<file path="src/rtl/mips_ctrl_pkg.sv">
// Shared encodings for the MIPS multi-cycle controller: state enum, opcode/funct
// values and the datapath mux select codes.
package mips_ctrl_pkg;

    typedef enum logic [3:0] {
        S_FETCH,
        S_DECODE,
        S_EXEC_R,
        S_EXEC_I,
        S_MEM_ADDR,
        S_MEM_RD,
        S_MEM_WR,
        S_WB_R,
        S_WB_I,
        S_WB_MEM,
        S_BRANCH,
        S_JUMP,
        S_JR
    } state_t;

    localparam logic [5:0] OP_RTYPE = 6'h00;
    localparam logic [5:0] OP_LW    = 6'h23;
    localparam logic [5:0] OP_SW    = 6'h2B;
    localparam logic [5:0] OP_BEQ   = 6'h04;
    localparam logic [5:0] OP_BNE   = 6'h05;
    localparam logic [5:0] OP_ADDI  = 6'h08;
    localparam logic [5:0] OP_ANDI  = 6'h0C;
    localparam logic [5:0] OP_ORI   = 6'h0D;
    localparam logic [5:0] OP_SLTI  = 6'h0A;
    localparam logic [5:0] OP_J     = 6'h02;
    localparam logic [5:0] FUNCT_JR = 6'h08;

    localparam logic [1:0] PC_SRC_ALU    = 2'd0;
    localparam logic [1:0] PC_SRC_ALUOUT = 2'd1;
    localparam logic [1:0] PC_SRC_JUMP   = 2'd2;
    localparam logic [1:0] PC_SRC_RS     = 2'd3;

    localparam logic [1:0] ALUB_REG   = 2'd0;
    localparam logic [1:0] ALUB_FOUR  = 2'd1;
    localparam logic [1:0] ALUB_IMM   = 2'd2;
    localparam logic [1:0] ALUB_IMMSH = 2'd3;

    localparam logic [1:0] ALUOP_ADD   = 2'd0;
    localparam logic [1:0] ALUOP_SUB   = 2'd1;
    localparam logic [1:0] ALUOP_FUNCT = 2'd2;
    localparam logic [1:0] ALUOP_IMM   = 2'd3;

endpackage

</file>
<file path="src/rtl/mips_op_decode.sv">
// Opcode/funct to post-DECODE state map; purely combinational, zero latency.
// No backpressure: output follows the instruction register fields directly.
module mips_op_decode
    import mips_ctrl_pkg::*;
#(
    parameter int OPCODE_W = 6,
    parameter int FUNCT_W  = 6
) (
    input  logic [OPCODE_W-1:0] opcode,
    input  logic [FUNCT_W-1:0]  funct,
    output state_t              o_next_state,
    output logic                o_is_store,
    output logic                o_illegal
);

    always_comb begin
        o_next_state = S_FETCH;
        o_is_store   = 1'b0;
        o_illegal    = 1'b0;
        case (opcode)
            OPCODE_W'(OP_RTYPE):
                o_next_state = (funct == FUNCT_W'(FUNCT_JR)) ? S_JR : S_EXEC_R;
            OPCODE_W'(OP_ADDI), OPCODE_W'(OP_ANDI),
            OPCODE_W'(OP_ORI),  OPCODE_W'(OP_SLTI):
                o_next_state = S_EXEC_I;
            OPCODE_W'(OP_LW):
                o_next_state = S_MEM_ADDR;
            OPCODE_W'(OP_SW): begin
                o_next_state = S_MEM_ADDR;
                o_is_store   = 1'b1;
            end
            OPCODE_W'(OP_BEQ), OPCODE_W'(OP_BNE):
                o_next_state = S_BRANCH;
            OPCODE_W'(OP_J):
                o_next_state = S_JUMP;
            default:
                o_illegal = 1'b1;
        endcase
    end

endmodule

</file>
<file path="src/rtl/mips_multicycle_ctrl.sv">
// Moore-style multi-cycle MIPS controller sequencing fetch..writeback per instruction.
// Latency 2-5 cycles per instruction; FETCH/MEM_RD/MEM_WR stall while mem_ready is low.
// Backpressure: memory handshake only; write-enables are gated by mem_ready where it matters.
module mips_multicycle_ctrl
    import mips_ctrl_pkg::*;
#(
    parameter int OPCODE_W      = 6,
    parameter int FUNCT_W       = 6,
    parameter bit MEM_HANDSHAKE = 1'b1
) (
    input  logic                clk,
    input  logic                reset_n,
    input  logic [OPCODE_W-1:0] opcode,
    input  logic [FUNCT_W-1:0]  funct,
    input  logic                zero,
    input  logic                mem_ready,
    output logic                pc_write,
    output logic                pc_write_cond,
    output logic                ir_write,
    output logic                i_or_d,
    output logic                mem_read,
    output logic                mem_write,
    output logic                mem_to_reg,
    output logic                reg_write,
    output logic                reg_dst,
    output logic                alu_src_a,
    output logic [1:0]          pc_src,
    output logic [1:0]          alu_src_b,
    output logic [1:0]          alu_op,
    output logic                branch_ne,
    output logic                instr_done,
    output logic                illegal_instr
);

    state_t r_state;
    state_t w_next;
    state_t w_dec_next;
    logic   w_dec_store;
    logic   w_dec_illegal;
    logic   w_mem_rdy;
    logic   r_is_store;

    // zero only matters to the datapath's pc_write_cond gating, not to sequencing
    logic   w_unused_zero;
    assign w_unused_zero = zero;

    assign w_mem_rdy = MEM_HANDSHAKE ? mem_ready : 1'b1;

    mips_op_decode #(
        .OPCODE_W (OPCODE_W),
        .FUNCT_W  (FUNCT_W)
    ) u_op_decode (
        .opcode       (opcode),
        .funct        (funct),
        .o_next_state (w_dec_next),
        .o_is_store   (w_dec_store),
        .o_illegal    (w_dec_illegal)
    );

    always_ff @(posedge clk) begin
        if (!reset_n) begin
            r_state    <= S_FETCH;
            r_is_store <= 1'b0;
        end else begin
            r_state <= w_next;
            // opcode is not stable past DECODE, so remember lw vs sw here
            if (r_state == S_DECODE)
                r_is_store <= w_dec_store;
        end
    end

    always_comb begin
        w_next = r_state;
        case (r_state)
            S_FETCH:    w_next = w_mem_rdy ? S_DECODE : S_FETCH;
            S_DECODE:   w_next = w_dec_next;
            S_EXEC_R:   w_next = S_WB_R;
            S_EXEC_I:   w_next = S_WB_I;
            S_MEM_ADDR: w_next = r_is_store ? S_MEM_WR : S_MEM_RD;
            S_MEM_RD:   w_next = w_mem_rdy ? S_WB_MEM : S_MEM_RD;
            S_MEM_WR:   w_next = w_mem_rdy ? S_FETCH : S_MEM_WR;
            default:    w_next = S_FETCH;
        endcase
    end

    always_comb begin
        pc_write      = 1'b0;
        pc_write_cond = 1'b0;
        ir_write      = 1'b0;
        i_or_d        = 1'b0;
        mem_read      = 1'b0;
        mem_write     = 1'b0;
        mem_to_reg    = 1'b0;
        reg_write     = 1'b0;
        reg_dst       = 1'b0;
        alu_src_a     = 1'b0;
        pc_src        = PC_SRC_ALU;
        alu_src_b     = ALUB_REG;
        alu_op        = ALUOP_ADD;
        branch_ne     = 1'b0;
        instr_done    = 1'b0;
        illegal_instr = 1'b0;
        if (reset_n) begin
            case (r_state)
                S_FETCH: begin
                    mem_read  = 1'b1;
                    alu_src_b = ALUB_FOUR;
                    ir_write  = w_mem_rdy;
                    pc_write  = w_mem_rdy;
                end
                S_DECODE: begin
                    alu_src_b     = ALUB_IMMSH;
                    illegal_instr = w_dec_illegal;
                end
                S_EXEC_R: begin
                    alu_src_a = 1'b1;
                    alu_op    = ALUOP_FUNCT;
                end
                S_EXEC_I: begin
                    alu_src_a = 1'b1;
                    alu_src_b = ALUB_IMM;
                    alu_op    = ALUOP_IMM;
                end
                S_MEM_ADDR: begin
                    alu_src_a = 1'b1;
                    alu_src_b = ALUB_IMM;
                end
                S_MEM_RD: begin
                    mem_read = 1'b1;
                    i_or_d   = 1'b1;
                end
                S_MEM_WR: begin
                    i_or_d     = 1'b1;
                    mem_write  = 1'b1;
                    instr_done = w_mem_rdy;
                end
                S_WB_R: begin
                    reg_write  = 1'b1;
                    reg_dst    = 1'b1;
                    instr_done = 1'b1;
                end
                S_WB_I: begin
                    reg_write  = 1'b1;
                    instr_done = 1'b1;
                end
                S_WB_MEM: begin
                    reg_write  = 1'b1;
                    mem_to_reg = 1'b1;
                    instr_done = 1'b1;
                end
                S_BRANCH: begin
                    alu_src_a     = 1'b1;
                    alu_op        = ALUOP_SUB;
                    pc_write_cond = 1'b1;
                    pc_src        = PC_SRC_ALUOUT;
                    branch_ne     = (opcode == OPCODE_W'(OP_BNE));
                    instr_done    = 1'b1;
                end
                S_JUMP: begin
                    pc_write   = 1'b1;
                    pc_src     = PC_SRC_JUMP;
                    instr_done = 1'b1;
                end
                S_JR: begin
                    pc_write   = 1'b1;
                    pc_src     = PC_SRC_RS;
                    instr_done = 1'b1;
                end
                default: ;
            endcase
        end
    end

endmodule

</file>
<file path="config.mk">
export PLATFORM = sky130hd
export DESIGN_NAME = mips_multicycle_ctrl
export DESIGN_NICKNAME = d
export VERILOG_FILES = /design/src/rtl/mips_ctrl_pkg.sv /design/src/rtl/mips_op_decode.sv /design/src/rtl/mips_multicycle_ctrl.sv
export SDC_FILE = /design/constraint.sdc
export NUM_CORES = 1
export LEC_CHECK = 0
export CORE_MARGIN = 2
export CORE_UTILIZATION = 35
export CTS_CLUSTER_SIZE = 24
export DETAILED_ROUTE_END_ITERATION = 8
export PLACE_DENSITY = 0.82
export SLEW_MARGIN = 20
export SYNTH_ARGS = -nofsm -noshare
export SYNTH_HDL_FRONTEND = slang
export SYNTH_SLANG_ARGS = --single-unit
</file>
<file path="constraint.sdc">
create_clock -name clk -period 1.54 [get_ports clk]
set_clock_uncertainty 0.15 [all_clocks]
set_input_delay 0.231 -clock clk [delete_from_list [all_inputs] [get_ports clk]]
set_output_delay 0.231 -clock clk [all_outputs]
set_load 0.02 [all_outputs]
</file>
======== Word-level counts from Yosys, hierarchy flattened ========
Cells that the tools add are included.
storage, ports and cells
  register bits ........................... 5
  input bits .............................. 16
  output and inout bits ................... 19
  word-level logic and storage cells ...... 78
operators by class
  equal/unequal tests ..................... 22
  muxes and demuxes ....................... 41
  reductions and logical operators ........ 13
operators with widths
  kind                  number
  $eq A6 B4 Y1 const B  5
  $pmux W4 S7           1
  $mux W1               27
  $eq A4 B4 Y1 const B  5
  $pmux W4 S5           1
  $pmux W2 S3           3
  $eq A4 B3 Y1 const B  4
  $eq A6 B3 Y1 const B  2
  $eq A6 B6 Y1 const B  2
  $reduce_or A2 Y1      6
  $reduce_or A10 Y1     1
  $eq A4 B2 Y1 const B  2
  $mux W2               4
  $mux W4               2
  $reduce_or A4 Y1      2
  $eq A6 B2 Y1 const B  1
  $logic_not A6 Y1      1
  $reduce_or A6 Y1      1
  $eq A4 B1 Y1 const B  1
  $logic_not A4 Y1      1
  $pmux W1 S2           2
  $mux W3               1
  $reduce_or A3 Y1      1

======== Longest topological paths before layout ========
Gate-level depths: netlist (run 1).
  depth after elaboration ................. 5
  gate-level depth with buffers ........... 5

======== Modules after synthesis ========
From an unflattened synthesis (run 1), not the netlist that was laid out.
second synthesis, totals
  cells, all modules ...................... 99
  area, all modules ....................... 718.2 µm²
by module, submodules not included
  module                instances  cells each  area an instance (µm²)  seq. area each (µm²)
  mips_multicycle_ctrl  1          82          581.8                   100.1
  mips_op_decode        1          17          136.4                   0.0

======== Worst setup path after synthesis (run 1) ========
Ideal clock, no wire load.
  path kind ............................... register to output
  start point ............................. reg r_state[3]
  end point ............................... out illegal_instr
  arrival ................................. 1,596 ps
  data required time ...................... 1,159 ps
  setup slack ............................. -437 ps
  cell stages (with the launch flop) ...... 5
  cell sequence ........................... dfxtp_1 -> nand2b_2 -> a31oi_1 -> nand2_1 -> nor4_1
on the way
  longest elaborated chain between the ends .. 3
ends and longest elaborated chain
  element                 RTL line                     source
  start, declared         mips_multicycle_ctrl.sv:35   state_t r_state;
  start signal, assigned  mips_multicycle_ctrl.sv:65   r_state <= w_next;
  $eq A4 B1 Y1            mips_multicycle_ctrl.sv:104  case (r_state)
  $mux W1                 mips_multicycle_ctrl.sv:104
  $mux W1                 mips_multicycle_ctrl.sv:103  if (reset_n) begin
  end, declared           mips_multicycle_ctrl.sv:32   output logic illegal_instr
No other way between the ends.

======== Worst setup path after layout (run 1) ========
  start point ............................. reg r_state[0]
  end point ............................... out instr_done
on the way
  longest elaborated chain between the ends .. 4
  elaborated cells on any way between the ends .. 10
ends and longest elaborated chain
  element                                       RTL line                     source
  $eq A4 B4 Y1 or $eq A4 B3 Y1 (tied branches)  mips_multicycle_ctrl.sv:104
  $reduce_or A6 Y1 (no source line)             -
  $pmux W1 S2 (*)                               mips_multicycle_ctrl.sv:104
  $mux W1 (*)                                   mips_multicycle_ctrl.sv:103
  end, declared                                 mips_multicycle_ctrl.sv:31   output logic instr_done,
Every way passes the cells marked *; elsewhere a longest branch is shown, timed or not.

==> impl_metrics.csv, run 1 <==
group,metric,value,unit
place,io_buffers,33,
timing,worst_slack,-0.328,ns
timing,finalCriticalPeriod,1.87,ns
die,die_y,48.4,µm
setup_path,worst-path-max-fanout,7,
power_and_ir_drop,finalPower,598,µW
setup_path,critPathLaunchType,"register",
setup_path,worst-endpoint-required,1.16,ns
layout,drive_gt1_frac,0.638,
timing,rsz0062_at_grt,"yes",
setup_path,critPathCaptureType,"output pin",
clocking,cts_buffers,3,
die,row_count,16,
power_and_ir_drop,p_sw_frac,0.346,
logic_synthesis,ys_seq_area_frac,0.145,
global_route,grt_pass1_wl,5230,µm
logic_synthesis,yosysUniqueCellTypes,47,
detailed_routing,drt_pass1_iterations,4,
global_route,grt_use_met2,0.539,
power_and_ir_drop,power.density,360,nW/µm²
logic_synthesis,synth_top_area_share,0.145,
power_and_ir_drop,max-vdd-ir-drop,0.000474,V
global_route,met3_usage,0.0648,
timing,maxSlewHeadroom,0.747,
clocking,cts_tree,"done",
logic_synthesis,yosys_warnings,0,
clocking,ctsHoldBuffers,0,
setup_path,path_depth,6,
place,dp.cells,181,
setup_path,crit_buf_inv,3,
layout,fin_cells,201,
place,place_hpwl,1940,µm
layout,num-nets-final,191,
logic_synthesis,syn-num-nets,116,
global_route,use_met1,0.273,
timing,tightest_slew,0.377,ns
logic_synthesis,syn_inst,100,
logic_synthesis,async_flop_share,0,
power_and_ir_drop,clkPwrFrac,0.245,
detailed_routing,viasPerCell,5.88,
setup_path,worst-setup-path-type,"register to output pin",
setup_path,r2r_start,"r_state[3]",
setup_path,ff2ff_setup_slack,-0.17,ns
setup_path,rr_endpoint,"r_state[1]",
worst_hold_path,whs_path_depth,2,
logic_synthesis,ys_ff_latch,5,
setup_path,rr_worst_depth,5,
power_and_ir_drop,p_comb_frac,0.530,
global_route,grt_max_degree,13,
logic_synthesis,syn-mean-instance-area,6.91,µm²
die,die_width,48.4,µm
global_route,grt_busiest_layer,"met2",
place,routabilityCongestion,0.895,
global_route,antenna_found_initial,0,
timing,final_hold_viol_count,0,
place,dp_worst_setup_slack,-0.901,ns
global_route,grt_pass1_vias,1126,
logic_synthesis,ys.flop_type,"dfxtp_1",
outcome,status,"finished with violations",
timing,setup_tns,-4.26,ns
clocking,cts_htree_levels,1,
detailed_routing,drt_iter0_markers,62,
die,start_util,0.363,
power_and_ir_drop,p_switching,207,µW
die,coreArea,1900,µm²
global_route,grt-ovfl-total,0,
detailed_routing,routed_wl,4100,µm
detailed_routing,drc,0,
global_route,grt_use_total,0.288,
power_and_ir_drop,leakage,0.707,nW
worst_hold_path,hold_class,"register to register",
logic_synthesis,synth-edff-count,0,
clocking,clk_pin_slew,0.04,ns
layout,syn2layout_area_growth,140,%
die,io_pins,35,
detailed_routing,wire_per_inst,20.4,µm
power_and_ir_drop,p_int,391,µW
die,die_area,2340,µm²
setup_path,worstPathCellList,"buf_8 > buf_6 > o21ai_1 > nand2_1 > a21boi_2 > buf_6",
clocking,cts_root_buffer,"clkbuf_4",
logic_synthesis,yosys-top-cells-area,"dfxtp_1 (14%), nand2_1 (6.0%), nor2_1 (6.0%), a21oi_1 (5.8%), nor3_1 (4.3%)",
timing,fmaxAchievable,535,MHz
setup_path,cp-endpoint,"instr_done",
setup_path,cpMaxStageDelayCell,"dfxtp_4",
setup_path,path_delay_family,"buffers and inverters",
logic_synthesis,synth_commonest_cells,"nand2_1 (11), nor2_1 (11), a21oi_1 (8)",
timing,finalCritPeriodShare,1.21,
clocking,clk_latency,0.24,ns
run,cap_violations,0,
detailed_routing,vias,1181,
timing,drv_slew,0,
power_and_ir_drop,power_frac_seq,0.225,
setup_path,critPathMaxStageDelay,0.35,ns
timing,setup_viol,22,
detailed_routing,ant_nets,0,
logic_synthesis,yosysTopAreaCell,"dfxtp_1",
setup_path,crit_top_cell,"buf_6",
clocking,cts_sinks,5,
clocking,cts_buffer_depth,2,
layout,diodes,0,
outcome,violations,"setup timing",
logic_synthesis,syn-cell-area,691,µm²
setup_path,cp_data_arrival_time,1.49,ns
setup_path,startpoint,"r_state[0]",
-- routing by layer --
metal | up-vias | routed length (µm)
met1 | 547 | 1480
met4 | 0 | 297
li1 | 519 | -
met3 | 33 | 273
met5 | - | 0
met2 | 82 | 2040
-- power by group through the flow --
| stage | Sequential [mW] | Combinational [mW] | Clock, mW |
|---|---|---|---|
| floorplan | 0.138 | 0.0959 | 0 |
| global placement | 0.139 | 0.212 | 0 |
| detailed placement | 0.139 | 0.218 | 0 |
| CTS | 0.134 | 0.251 | 0.151 |
| global route | 0.134 | 0.332 | 0.165 |
| finish | 0.134 | 0.317 | 0.146 |
-- tightest hold or removal path, stage by stage, from the launching register on --
cell and delay, ns:
dfxtp_1 0.33, nand2_1 0.07, a21boi_1 0.06
-- placed cells by master, fill, tap and decap left out, types with 3 or more instances in the layout --
| master | n |
|---|---|
| nor2_1 | 5 |
| o21ai_1 | 3 |
| nand2b_4 | 4 |
| clkdlybuf4s50_1 | 6 |
| a21oi_1 | 4 |
| buf_6 | 22 |
| nor2_2 | 3 |
| nand2_1 | 7 |
| a21oi_2 | 3 |
| nor2_4 | 3 |
| buf_4 | 38 |
| buf_8 | 3 |
| nor3_4 | 3 |
| dfxtp_4 | 4 |
| nand2_2 | 4 |
| clkbuf_4 | 3 |
| dlygate4sd2_1 | 7 |
-- logic make-up (layout without fill, tap and decap cells) --
family	count (synthesis)	count (layout)	share of synthesized area
and+or+nand+nor	55	55	0.447
AOI/OAI and AO/OA	28	28	0.283
buffers and inverters	9	83	0.0852
DFF	5	5	0.145
xor gates and xnor gates	2	2	0.0254
muxes	1	1	0.0145
-- flip-flops by register name, indices dropped and copies added (netlist names) --
register and flops:
r_is_store 1, r_state 4
-- metrics by stage --
step,util,instance area (µm²),hold WS (ns)
2_1_floorplan,-,766,0.232
3_3_place_gp,0.677,1290,0.311
3_5_place_dp,0.677,1290,0.333
4_1_cts,0.782,1490,0.339
5_1_grt,0.873,1660,0.378
6_report,0.873,1660,0.366
-- worst min-delay path by stage --
stage                    start         end  slack [ns]
finish              r_is_store  r_is_store        0.37
global placement    r_is_store  r_is_store        0.31
global route        r_is_store  r_is_store        0.38
CTS                 r_is_store  r_is_store        0.34
detailed placement  r_is_store  r_is_store        0.33
floorplan            opcode[3]  r_is_store        0.23
-- final cells by class --
| type | instances | area (µm²) |
|---|---|---|
| well taps | 27 | 33.8 |
| repair buffers | 77 | 712 |
| flip-flops and latches | 5 | 115 |
| inverters | 2 | 7.51 |
| clock buffers | 4 | 26.3 |
| fillers | 84 | 241 |
| multi-input cells | 86 | 766 |
-- what timing repair did --
item / CTS / global route
endpoints found under the hold margin: 0 / 0
gates cloned: 0 / 0
setup endpoints to repair: 24 / 24
pin swaps: 9 / 13
gates resized for setup: 149 / 28
buffers inserted: 8 / 9
No activity file was read; power rests on OpenSTA's default activity.
==> inputs of run 2 (changes only) <==
--- a/config.mk
+++ b/config.mk
@@ -10,7 +10,6 @@
 export CTS_CLUSTER_SIZE = 24
 export DETAILED_ROUTE_END_ITERATION = 8
 export PLACE_DENSITY = 0.82
-export SLEW_MARGIN = 20
 export SYNTH_ARGS = -nofsm -noshare
 export SYNTH_HDL_FRONTEND = slang
 export SYNTH_SLANG_ARGS = --single-unit
==> results of run 2 <==
Final layout, timing and power as in run 1 (identical DEF).
==> inputs of run 3 (changes only) <==
--- a/config.mk
+++ b/config.mk
@@ -9,6 +9,7 @@
 export CORE_UTILIZATION = 35
 export CTS_CLUSTER_SIZE = 24
 export DETAILED_ROUTE_END_ITERATION = 8
+export HOLD_SLACK_MARGIN = 0.05
 export PLACE_DENSITY = 0.82
 export SYNTH_ARGS = -nofsm -noshare
 export SYNTH_HDL_FRONTEND = slang
==> results of run 3 <==
Final layout, timing and power as in run 1 (identical DEF).
